===== config.mk =====
export PLATFORM = sky130hd
export DESIGN_NAME = niosii_pio_multi_flat
export DESIGN_NICKNAME = d
export VERILOG_FILES = /design/src/rtl/niosii_pio_pkg.sv /design/src/rtl/niosii_pio_multi_if.sv /design/src/rtl/niosii_pio_sync_edge.sv /design/src/rtl/niosii_pio_multi.sv /design/src/flat_wrapper.sv
export SDC_FILE = /design/constraint.sdc
export NUM_CORES = 1
export LEC_CHECK = 0
export ABC_CLOCK_PERIOD_IN_PS = 1400
export BUFFER_PORTS_ARGS = -buffer_cell sky130_fd_sc_hd__clkbuf_2
export CORE_MARGIN = 2
export CORE_UTILIZATION = 50
export CTS_CLUSTER_DIAMETER = 150
export DETAILED_ROUTE_END_ITERATION = 10
export PLACE_DENSITY = 0.81
export SETUP_SLACK_MARGIN = 0.05
export SLEW_MARGIN = 20
export SYNTH_ARGS = -nofsm -noshare
export SYNTH_HDL_FRONTEND = slang
export SYNTH_SLANG_ARGS = --single-unit

===== constraint.sdc =====
create_clock -name clk -period 1.4 [get_ports clk]
set_input_delay 0.28 -clock clk [delete_from_list [all_inputs] [get_ports clk]]
set_output_delay 0.28 -clock clk [all_outputs]
set_load 0.03 [all_outputs]

===== src/rtl/niosii_pio_pkg.sv =====
// rtl/niosii_pio_pkg.sv - shared register map and mode encodings for the multi-channel PIO
package niosii_pio_pkg;

    localparam logic [2:0] ADDR_DATA     = 3'd0;
    localparam logic [2:0] ADDR_DIR      = 3'd1;
    localparam logic [2:0] ADDR_IRQ_MASK = 3'd2;
    localparam logic [2:0] ADDR_EDGE_CAP = 3'd3;
    localparam logic [2:0] ADDR_OUTSET   = 3'd4;
    localparam logic [2:0] ADDR_OUTCLR   = 3'd5;

    localparam int EDGE_RISE = 0;
    localparam int EDGE_FALL = 1;
    localparam int EDGE_ANY  = 2;

    localparam int IRQ_EDGE  = 0;
    localparam int IRQ_LEVEL = 1;

endpackage


===== src/rtl/niosii_pio_multi_if.sv =====
// rtl/niosii_pio_multi_if.sv - Avalon-MM slave register bus for the multi-channel PIO
interface niosii_pio_multi_if;

    logic [2:0]  address;
    logic        chipselect;
    logic        write_n;
    logic [31:0] writedata;
    logic [31:0] readdata;

    modport master (output address, chipselect, write_n, writedata, input readdata);
    modport slave  (input address, chipselect, write_n, writedata, output readdata);

endinterface


===== src/rtl/niosii_pio_sync_edge.sv =====
// rtl/niosii_pio_sync_edge.sv - two-flop input synchroniser plus one history stage for edge detection
module niosii_pio_sync_edge
    import niosii_pio_pkg::*;
#(
    parameter int WIDTH     = 8,
    parameter int EDGE_TYPE = EDGE_RISE
) (
    input  logic             clk,
    input  logic             reset,
    input  logic [WIDTH-1:0] in_port,
    output logic [WIDTH-1:0] sync_in,
    output logic [WIDTH-1:0] edge_det
);

    logic [WIDTH-1:0] d1;
    logic [WIDTH-1:0] d2;
    logic [WIDTH-1:0] d3;
    logic [WIDTH-1:0] rise;
    logic [WIDTH-1:0] fall;

    always_ff @(posedge clk) begin
        if (reset) begin
            d1 <= '0;
            d2 <= '0;
            d3 <= '0;
        end else begin
            d1 <= in_port;
            d2 <= d1;
            d3 <= d2;
        end
    end

    assign sync_in = d2;
    assign rise    = d2 & ~d3;
    assign fall    = ~d2 & d3;

    always_comb begin
        edge_det = rise;
        if (EDGE_TYPE == EDGE_FALL) edge_det = fall;
        else if (EDGE_TYPE == EDGE_ANY) edge_det = rise | fall;
    end

endmodule


===== src/rtl/niosii_pio_multi.sv =====
// rtl/niosii_pio_multi.sv - N-channel PIO slave: data/dir/mask/edge-capture registers, set/clear, single IRQ
module niosii_pio_multi
    import niosii_pio_pkg::*;
#(
    parameter int               WIDTH     = 8,
    parameter int               EDGE_TYPE = EDGE_RISE,
    parameter int               IRQ_TYPE  = IRQ_EDGE,
    parameter logic [WIDTH-1:0] RESET_OUT = '0,
    parameter logic [WIDTH-1:0] RESET_DIR = '0
) (
    input  logic                 clk,
    input  logic                 reset,
    niosii_pio_multi_if.slave    bus,
    output logic                 irq,
    input  logic [WIDTH-1:0]     in_port,
    output logic [WIDTH-1:0]     out_port,
    output logic [WIDTH-1:0]     oe
);

    logic             wr;
    logic [WIDTH-1:0] wd;
    logic [WIDTH-1:0] out_reg;
    logic [WIDTH-1:0] dir;
    logic [WIDTH-1:0] mask;
    logic [WIDTH-1:0] cap;
    logic [WIDTH-1:0] cap_clr;
    logic [WIDTH-1:0] sync_in;
    logic [WIDTH-1:0] edge_det;
    logic [31:0]      rd_next;
    logic             unused_wd;

    assign wr        = bus.chipselect & ~bus.write_n;
    assign wd        = bus.writedata[WIDTH-1:0];
    assign unused_wd = ^bus.writedata;
    assign cap_clr   = (wr && bus.address == ADDR_EDGE_CAP) ? wd : '0;

    niosii_pio_sync_edge #(
        .WIDTH     (WIDTH),
        .EDGE_TYPE (EDGE_TYPE)
    ) u_sync_edge (
        .clk      (clk),
        .reset    (reset),
        .in_port  (in_port),
        .sync_in  (sync_in),
        .edge_det (edge_det)
    );

    always_ff @(posedge clk) begin
        if (reset) begin
            out_reg <= RESET_OUT;
            dir     <= RESET_DIR;
            mask    <= '0;
        end else if (wr) begin
            case (bus.address)
                ADDR_DATA:     out_reg <= wd;
                ADDR_DIR:      dir     <= wd;
                ADDR_IRQ_MASK: mask    <= wd;
                ADDR_OUTSET:   out_reg <= out_reg | wd;
                ADDR_OUTCLR:   out_reg <= out_reg & ~wd;
                default: ;
            endcase
        end
    end

    // A fresh edge overrides a simultaneous write-1-to-clear so no event is lost.
    always_ff @(posedge clk) begin
        if (reset) cap <= '0;
        else       cap <= edge_det | (cap & ~cap_clr);
    end

    always_comb begin
        rd_next = '0;
        case (bus.address)
            ADDR_DATA:     rd_next[WIDTH-1:0] = (sync_in & ~dir) | (out_reg & dir);
            ADDR_DIR:      rd_next[WIDTH-1:0] = dir;
            ADDR_IRQ_MASK: rd_next[WIDTH-1:0] = mask;
            ADDR_EDGE_CAP: rd_next[WIDTH-1:0] = cap;
            default: ;
        endcase
    end

    always_ff @(posedge clk) begin
        if (reset) bus.readdata <= '0;
        else       bus.readdata <= rd_next;
    end

    generate
        if (IRQ_TYPE == IRQ_LEVEL) begin : g_irq_level
            assign irq = |(sync_in & ~dir & mask);
        end else begin : g_irq_edge
            assign irq = |(cap & mask);
        end
    endgenerate

    assign out_port = out_reg;
    assign oe       = dir;

endmodule


===== src/flat_wrapper.sv =====
// flat-port wrapper written by rule: the top's interface ports become plain ports
module niosii_pio_multi_flat import niosii_pio_pkg::*;
#(
    parameter int               WIDTH     = 8,
    parameter int               EDGE_TYPE = EDGE_RISE,
    parameter int               IRQ_TYPE  = IRQ_EDGE,
    parameter logic [WIDTH-1:0] RESET_OUT = '0,
    parameter logic [WIDTH-1:0] RESET_DIR = '0
)
  (clk, reset, irq, in_port, out_port, oe, bus_address, bus_chipselect, bus_write_n, bus_writedata, bus_readdata);
  niosii_pio_multi_if bus_i ();
  input  logic clk;
  input  logic reset;
  output logic irq;
  input  logic [WIDTH-1:0] in_port;
  output logic [WIDTH-1:0] out_port;
  output logic [WIDTH-1:0] oe;
  input wire logic [$bits(bus_i.address)-1:0] bus_address;
  input wire logic [$bits(bus_i.chipselect)-1:0] bus_chipselect;
  input wire logic [$bits(bus_i.write_n)-1:0] bus_write_n;
  input wire logic [$bits(bus_i.writedata)-1:0] bus_writedata;
  output wire logic [$bits(bus_i.readdata)-1:0] bus_readdata;
  assign bus_i.address = bus_address;
  assign bus_i.chipselect = bus_chipselect;
  assign bus_i.write_n = bus_write_n;
  assign bus_i.writedata = bus_writedata;
  assign bus_readdata = bus_i.readdata;
  niosii_pio_multi #(.WIDTH(WIDTH), .EDGE_TYPE(EDGE_TYPE), .IRQ_TYPE(IRQ_TYPE), .RESET_OUT(RESET_OUT), .RESET_DIR(RESET_DIR)) u_core (.clk(clk), .reset(reset), .bus(bus_i), .irq(irq), .in_port(in_port), .out_port(out_port), .oe(oe));
endmodule

==> qor.csv, run 1 <==
stage;metric;value;unit
run_status;failing checks;negative setup slack;
yosys;mux contribution to synthesized area;6.13;%
yosys;synth cell count leaders;64 x dfxtp_1, 31 x nor2b_1, 25 x buf_4, 19 x nand2_1, 16 x a21oi_1;
yosys;post-synthesis register bit count;64;
yosys;most common flop cell mapped by yosys;dfxtp_1;
worst_setup_path;Worst setup EP type;output pin;
global_routing;overall routing resource usage;22.2;%
floorplanning;Vert. Die Dim;78.5;um
route;DR WL/cell;15.2;um
yosys;xor and xnor fraction of the mapped netlist area;0.586;%
place;port bufs;47;
timing;Final Max Slew Viols;0;
layout;FILL cells;455;
clocking;H-tree Lvls;3;
layout;diode count;0;
layout;non-filler cells, final;432;
worst_setup_path;CP max FO;2;
yosys;largest family of logic cells by synthesized area;compound AO/OA/AOI/OAI gates;
clocking;CTS Buf Count;9;
global_routing;initial antenna violation count;0;
global_routing;GRT busiest layer;met2;
layout;P&R area growth vs syn;22.6;%
yosys;Simple-Gate Fraction of Synth Area;17.7;%
clocking;Clock Sink Count;64;
floorplanning;core footprint;5440;um^2
yosys;sequential fraction of the synthesis area;46.2;%
place;Inst Count DP;415;
route;vias;2319;
timing;unrepaired setup endpoints after global routing;yes;
global_routing;pin count of the biggest net entering global routing;18;
layout;NumNets Final;403;
timing;Setup violations, final;1;
route;Residual DRC;0;
global_routing;first-pass GRT wire length;10500;um
power;leakage;1.42;nW
run;maxcap violations;0;
worst_setup_path;max incr delay on CP;0.36;ns
layout;layout cell share with drive strength beyond 1;30.8;%
power;PwrDens;1170;nW/um^2
clocking;CTS tree;yes;
global_routing;routing usage on met1;28.9;%
global_routing;number of global-route vias before repair;2106;
yosys;Syn. warnings;0;
worst_setup_path;CP max-delay cell;dfxtp_4;
timing;fin crit period;1.47;ns
yosys;post-synth cell types;36;
worst_setup_path;delay-heaviest family, CP;flip-flops;
floorplanning;Initial Utilization;51.0;%
yosys;synthesized instance count;288;
global_routing;GR Layer Usage met3;2.76;%
yosys;post-synth top area share;46.2;%
clocking;Worst-Skew Late Latency;0.34;ns
power;Power Total;3.97;mW
yosys;Compound-Gate Fraction of Synth Area;18.4;%
yosys;Cell Area, Synth;2770;um^2
yosys;cell with the most instances after synthesis;dfxtp_1;
worst_hold_path;HP Class;primary input to flip-flop;
timing;Max Freq;682;MHz
timing;final hold violations;0;
clocking;Bufs on Longest Clock Path;2;
worst_setup_path;worst endpoint required time;1.12;ns
power;Worst VDD drop;0.794;mV
route;Final ANT Viol Nets;0;
floorplanning;num rows;27;
clocking;Worst-path clk slew;0.07;ns
floorplanning;Die X;78.5;um
timing;Clock Skew;0.0108;ns
worst_setup_path;CP arrival;1.19;ns
timing;Hold Slack;0.140;ns
route;Avg Vias per Cell;5.37;
floorplanning;die area;6160;um^2
global_routing;gr ovfl total;0;
yosys;Area contributors post-synth;dfxtp_1 46%, nor2b_1 7.0%, buf_4 6.8%;
worst_setup_path;critical path class;flip-flop to output pin;
timing;Total Neg Setup Slack;-0.0665;ns
route;DRT iter0 DRCs;191;
clocking;Post-CTS Hold Buffers;0;
timing;final period utilization;105;%
worst_setup_path;crit-path cells;a22oi_2, nand4_1, clkbuf_8;
place;DP Wirelength;4730;um
yosys;Post-synth EDFFs;0;
route;first drt pass iteration count;4;
worst_setup_path;crit path launch type;flip-flop;
floorplanning;Ports;96;
run_status;outcome;finished with violations;
place;RePlAce Congestion;0.866;
yosys;leading area contributor after synthesis;dfxtp_1;
yosys;async set-reset flop share out of synthesis;0;%
global_routing;met2 usage;36.6;%
yosys;Avg Synthesized Cell Area;9.63;um^2
yosys;Synth Area in Adders;0;%
clocking;CTS root buffer;clkbuf_8;
route;routed wire length;6550;um
timing;post-route setup slack;-0.0665;ns
worst_setup_path;worst path bufs/invs;1;
==> cell families after synthesis <==
group,count (synthesis)
mux,16
flops,64
compound gates,76
xor+xnor,1
buf+inv,51
simple gates,79
other cells,1
==> sequential cells by signal (all words and copies together), names as in the netlist <==
signal                      flops
u_core.out_port                 8
u_core.mask                     8
u_core.bus.readdata             8
u_core.cap                      8
u_core.u_sync_edge.d1           8
u_core.u_sync_edge.d3           8
u_core.u_sync_edge.sync_in      8
u_core.oe                       8
==> per-layer routing <==
metal | vias to the layer above | routed length (um)
met5 | - | 0
met4 | 0 | 127
met3 | 12 | 357
met2 | 90 | 3150
met1 | 1109 | 2910
li1 | 1108 | -
==> per-stage QoR <==
stage	util, %	instance area, um^2	worst slack, ns
2_1_floorplan	-	2860	0.148
3_3_place_gp	57.8	3150	-0.0409
3_5_place_dp	57.8	3150	-0.0489
4_1_cts	62.4	3390	-0.0737
5_1_grt	62.5	3400	-0.127
6_report	62.5	3400	-0.0665
==> power by group <==
| group | internal, mW | switching, mW |
|---|---|---|
| sequential | 1.87 | 0.0333 |
| combinational | 0.156 | 0.285 |
| clock | 0.952 | 0.672 |
| total | 2.98 | 0.991 |
==> cell type report <==
class	count	area, um^2	area share (%)
clock inverters	3	40.0	1.18
clock buffers	12	165	4.85
well taps	72	90.1	2.65
multi-input cells	196	1300	38.1
repair buffers	76	487	14.3
inverters	9	33.8	0.993
flip-flops and latches	64	1290	37.9
==> repair_timing <==
item / 4_1_cts / 5_1_grt
setup buffers: 2 / 0
pin swaps: 3 / 1
resized for setup: 9 / 2
setup endpoints to repair: 1 / 1
==> path summary, 6_finish.rpt <==
| kind | from | to | slack [ns] | cells after the start |
|---|---|---|---|---|
| worst max-delay path | u_core.cap[5] | irq | -0.07 | 3 |
| worst min register to register | u_core.u_sync_edge.d1[2] | u_core.u_sync_edge.sync_in[2] | 0.44 | 1 |
| worst min-delay path | in_port[7] | u_core.u_sync_edge.d1[7] | 0.14 | 2 |
| worst max register to register | u_core.oe[5] | u_core.bus.readdata[5] | 0.22 | 3 |
==> cells in the final DEF, fill, tap and decap left out, types with 2 or more instances in the layout <==
cell      count
clkbuf_8     13
a22o_1        8
clkinv_2      2
conb_1       24
a22oi_1       5
nor2b_1      31
mux2i_1       8
a31oi_1       8
nand2_1      19
dfxtp_1      60
clkbuf_2     46
o21ai_1       4
dfxtp_2       3
a21oi_1      16
mux2_2        8
o21a_1        3
buf_12        2
a22oi_2       4
and3b_1       5
a32o_1        8
nand2b_1      3
nand3_1       8
inv_1         9
o211ai_1      8
o21ai_0      12
nor3b_1       3
buf_4        27
(Power assumes the default switching activity.)
==> run 2, diff against run 1 <==
--- a/config.mk
+++ b/config.mk
@@ -11,7 +11,7 @@
 export CORE_UTILIZATION = 50
 export CTS_CLUSTER_DIAMETER = 150
 export DETAILED_ROUTE_END_ITERATION = 10
-export PLACE_DENSITY = 0.81
+export PLACE_DENSITY = 0.8
 export SETUP_SLACK_MARGIN = 0.05
 export SLEW_MARGIN = 20
 export SYNTH_ARGS = -nofsm -noshare
==> run 2 against run 1 <==
Against the previous run:
- the run still ends with negative setup slack left
- count of clock-buffer cells in the layout shrank 3
- routed wire length shrank 0.76%
- maximum frequency grew 1.9%
- sequential share of layout area shrank 0.052 points
- non-clock buffer count grew 2
- cell area grew 0.33%
- clock skew shrank 0.0016 ns
- via count shrank 2.2%
- critical path type unchanged
- largest power group unchanged
==> qor.csv, run 2 (same netlist as run 1, synthesis figures left out) <==
stage;metric;value;unit
layout;non-filler cells, final;435;
route;Residual DRC;0;
timing;Clock Skew;0.00915;ns
layout;NumNets Final;405;
timing;final period utilization;103;%
worst_hold_path;HP Class;primary input to flip-flop;
clocking;H-tree Lvls;3;
global_routing;first-pass GRT wire length;10400;um
power;Power Total;3.87;mW
layout;commonest non-fill, non-tap cell in the layout;dfxtp_1;
floorplanning;Die X;78.5;um
global_routing;number of global-route vias before repair;2048;
power;Comb power frac;11.6;%
power;part of the power in registers;49.3;%
route;Avg Vias per Cell;5.22;
timing;Hold Slack;0.141;ns
place;Inst Count DP;413;
timing;unrepaired setup endpoints after global routing;yes;
clocking;Worst-Skew Late Latency;0.35;ns
worst_setup_path;crit-path cells;a22oi_2, nand4_1, clkbuf_8;
route;vias;2269;
timing;fin crit period;1.44;ns
layout;diode count;0;
route;DRT iter0 DRCs;315;
clocking;CTS Buf Count;9;
floorplanning;core footprint;5440;um^2
power;internal power;2.84;mW
timing;Final Max Slew Viols;0;
floorplanning;num rows;27;
worst_setup_path;critical path class;flip-flop to output pin;
place;port bufs;47;
route;routed wire length;6500;um
floorplanning;die area;6160;um^2
global_routing;pin count of the biggest net entering global routing;21;
layout;Reg area;1290;um^2
route;first drt pass iteration count;4;
global_routing;overall routing resource usage;22.1;%
run_status;failing checks;negative setup slack;
route;DR WL/cell;14.9;um
worst_setup_path;worst endpoint required time;1.12;ns
layout;footprint of the multi-input gates;1300;um^2
place;RePlAce Congestion;0.809;
floorplanning;Initial Utilization;51.0;%
timing;Max Freq;695;MHz
worst_setup_path;crit path launch type;flip-flop;
clocking;CTS tree;yes;
global_routing;initial antenna violation count;0;
floorplanning;Vert. Die Dim;78.5;um
worst_setup_path;Setup crit start;u_core.mask[4];
timing;final hold violations;0;
power;Worst VDD drop;0.752;mV
worst_setup_path;CP arrival;1.16;ns
route;Final ANT Viol Nets;0;
clocking;Clock Sink Count;64;
worst_setup_path;reg2reg start;u_core.oe[7];
worst_setup_path;CP max FO;2;
power;clock power share;39.1;%
floorplanning;Ports;96;
power;Sw Share;26.5;%
run;maxcap violations;0;
worst_setup_path;Worst setup EP type;output pin;
clocking;Worst-path clk slew;0.07;ns
global_routing;gr ovfl total;0;
layout;layout cell share with drive strength beyond 1;32.5;%
run_status;outcome;finished with violations;
timing;post-route setup slack;-0.0386;ns
worst_setup_path;CP max-delay cell;dfxtp_2;
power;PwrDens;1130;nW/um^2
worst_setup_path;max incr delay on CP;0.33;ns
clocking;CTS root buffer;clkbuf_8;
power;leakage;1.43;nW
clocking;Post-CTS Hold Buffers;0;
layout;most frequent cells in the layout;56 x dfxtp_1, 46 x clkbuf_2, 31 x nor2b_1, 28 x buf_4, 24 x conb_1;
layout;Finished Core Util;62.8;%
place;DP Wirelength;4570;um
clocking;Bufs on Longest Clock Path;2;
layout;FILL cells;440;
power;NetSw;1.03;mW
timing;Setup violations, final;1;
layout;P&R area growth vs syn;23.0;%
worst_hold_path;min-delay src;in_port[7];
## run 2: final timing paths
kind	depth (start not counted)	to	slack (ns)
setup / recovery	3	irq	-0.04
hold / removal	2	u_core.u_sync_edge.d1[7]	0.14
setup reg to reg	3	u_core.bus.readdata[7]	0.26
hold reg to reg	1	u_core.u_sync_edge.sync_in[2]	0.44
## run 2: metrics by stage
step / TNS, ns / setup WS [ns] / instance area (um^2)
2_1_floorplan: 0 / 0.148 / 2860
3_3_place_gp: -0.158 / -0.0198 / 3140
3_5_place_dp: -0.512 / -0.0672 / 3140
4_1_cts: -0.0361 / -0.0361 / 3410
5_1_grt: -0.119 / -0.119 / 3410
6_report: -0.0386 / -0.0386 / 3410
## run 2: cell type report
type                       instances  share of cell area [%]
inverter                           9                   0.990
timing repair buffer              78                    15.1
clock buffer                       9                    3.63
sequential                        64                    37.8
clock inverter                     7                    1.83
tap                               72                    2.64
multi-input combinational        196                    38.0
## run 2: power by group through the flow
stage | clock network [mW] | registers, mW | logic [mW]
finish | 1.51 | 1.91 | 0.449
global route | 1.62 | 1.91 | 0.481
CTS | 1.52 | 1.91 | 0.445
detailed placement | 0 | 1.95 | 0.430
global placement | 0 | 1.94 | 0.423
floorplan | 0 | 1.95 | 0.313
## run 2: worst max-delay path: cells and delay by family, from the launching register on
family	cells	cell delay (ns)
DFF	1	0.33
AOI/OAI and AO/OA	1	0.19
buffers and inverters	1	0.18
and+or+nand+nor	1	0.12
## run 2: what timing repair did
item | in CTS | in global routing
resized for setup | 13 | 1
pin swaps | 5 | 1
setup endpoints to repair | 1 | 1
buffers inserted | 6 | 0
## run 2: metal layers
metal | global-route usage, % | up-vias | share of wire [%]
li1 | - | 1104 | -
met1 | 28.9 | 1049 | 43
met2 | 34.8 | 107 | 48
met3 | 4.83 | 9 | 7.3
met4 | 10.0 | 0 | 1.6
met5 | 0 | - | 0
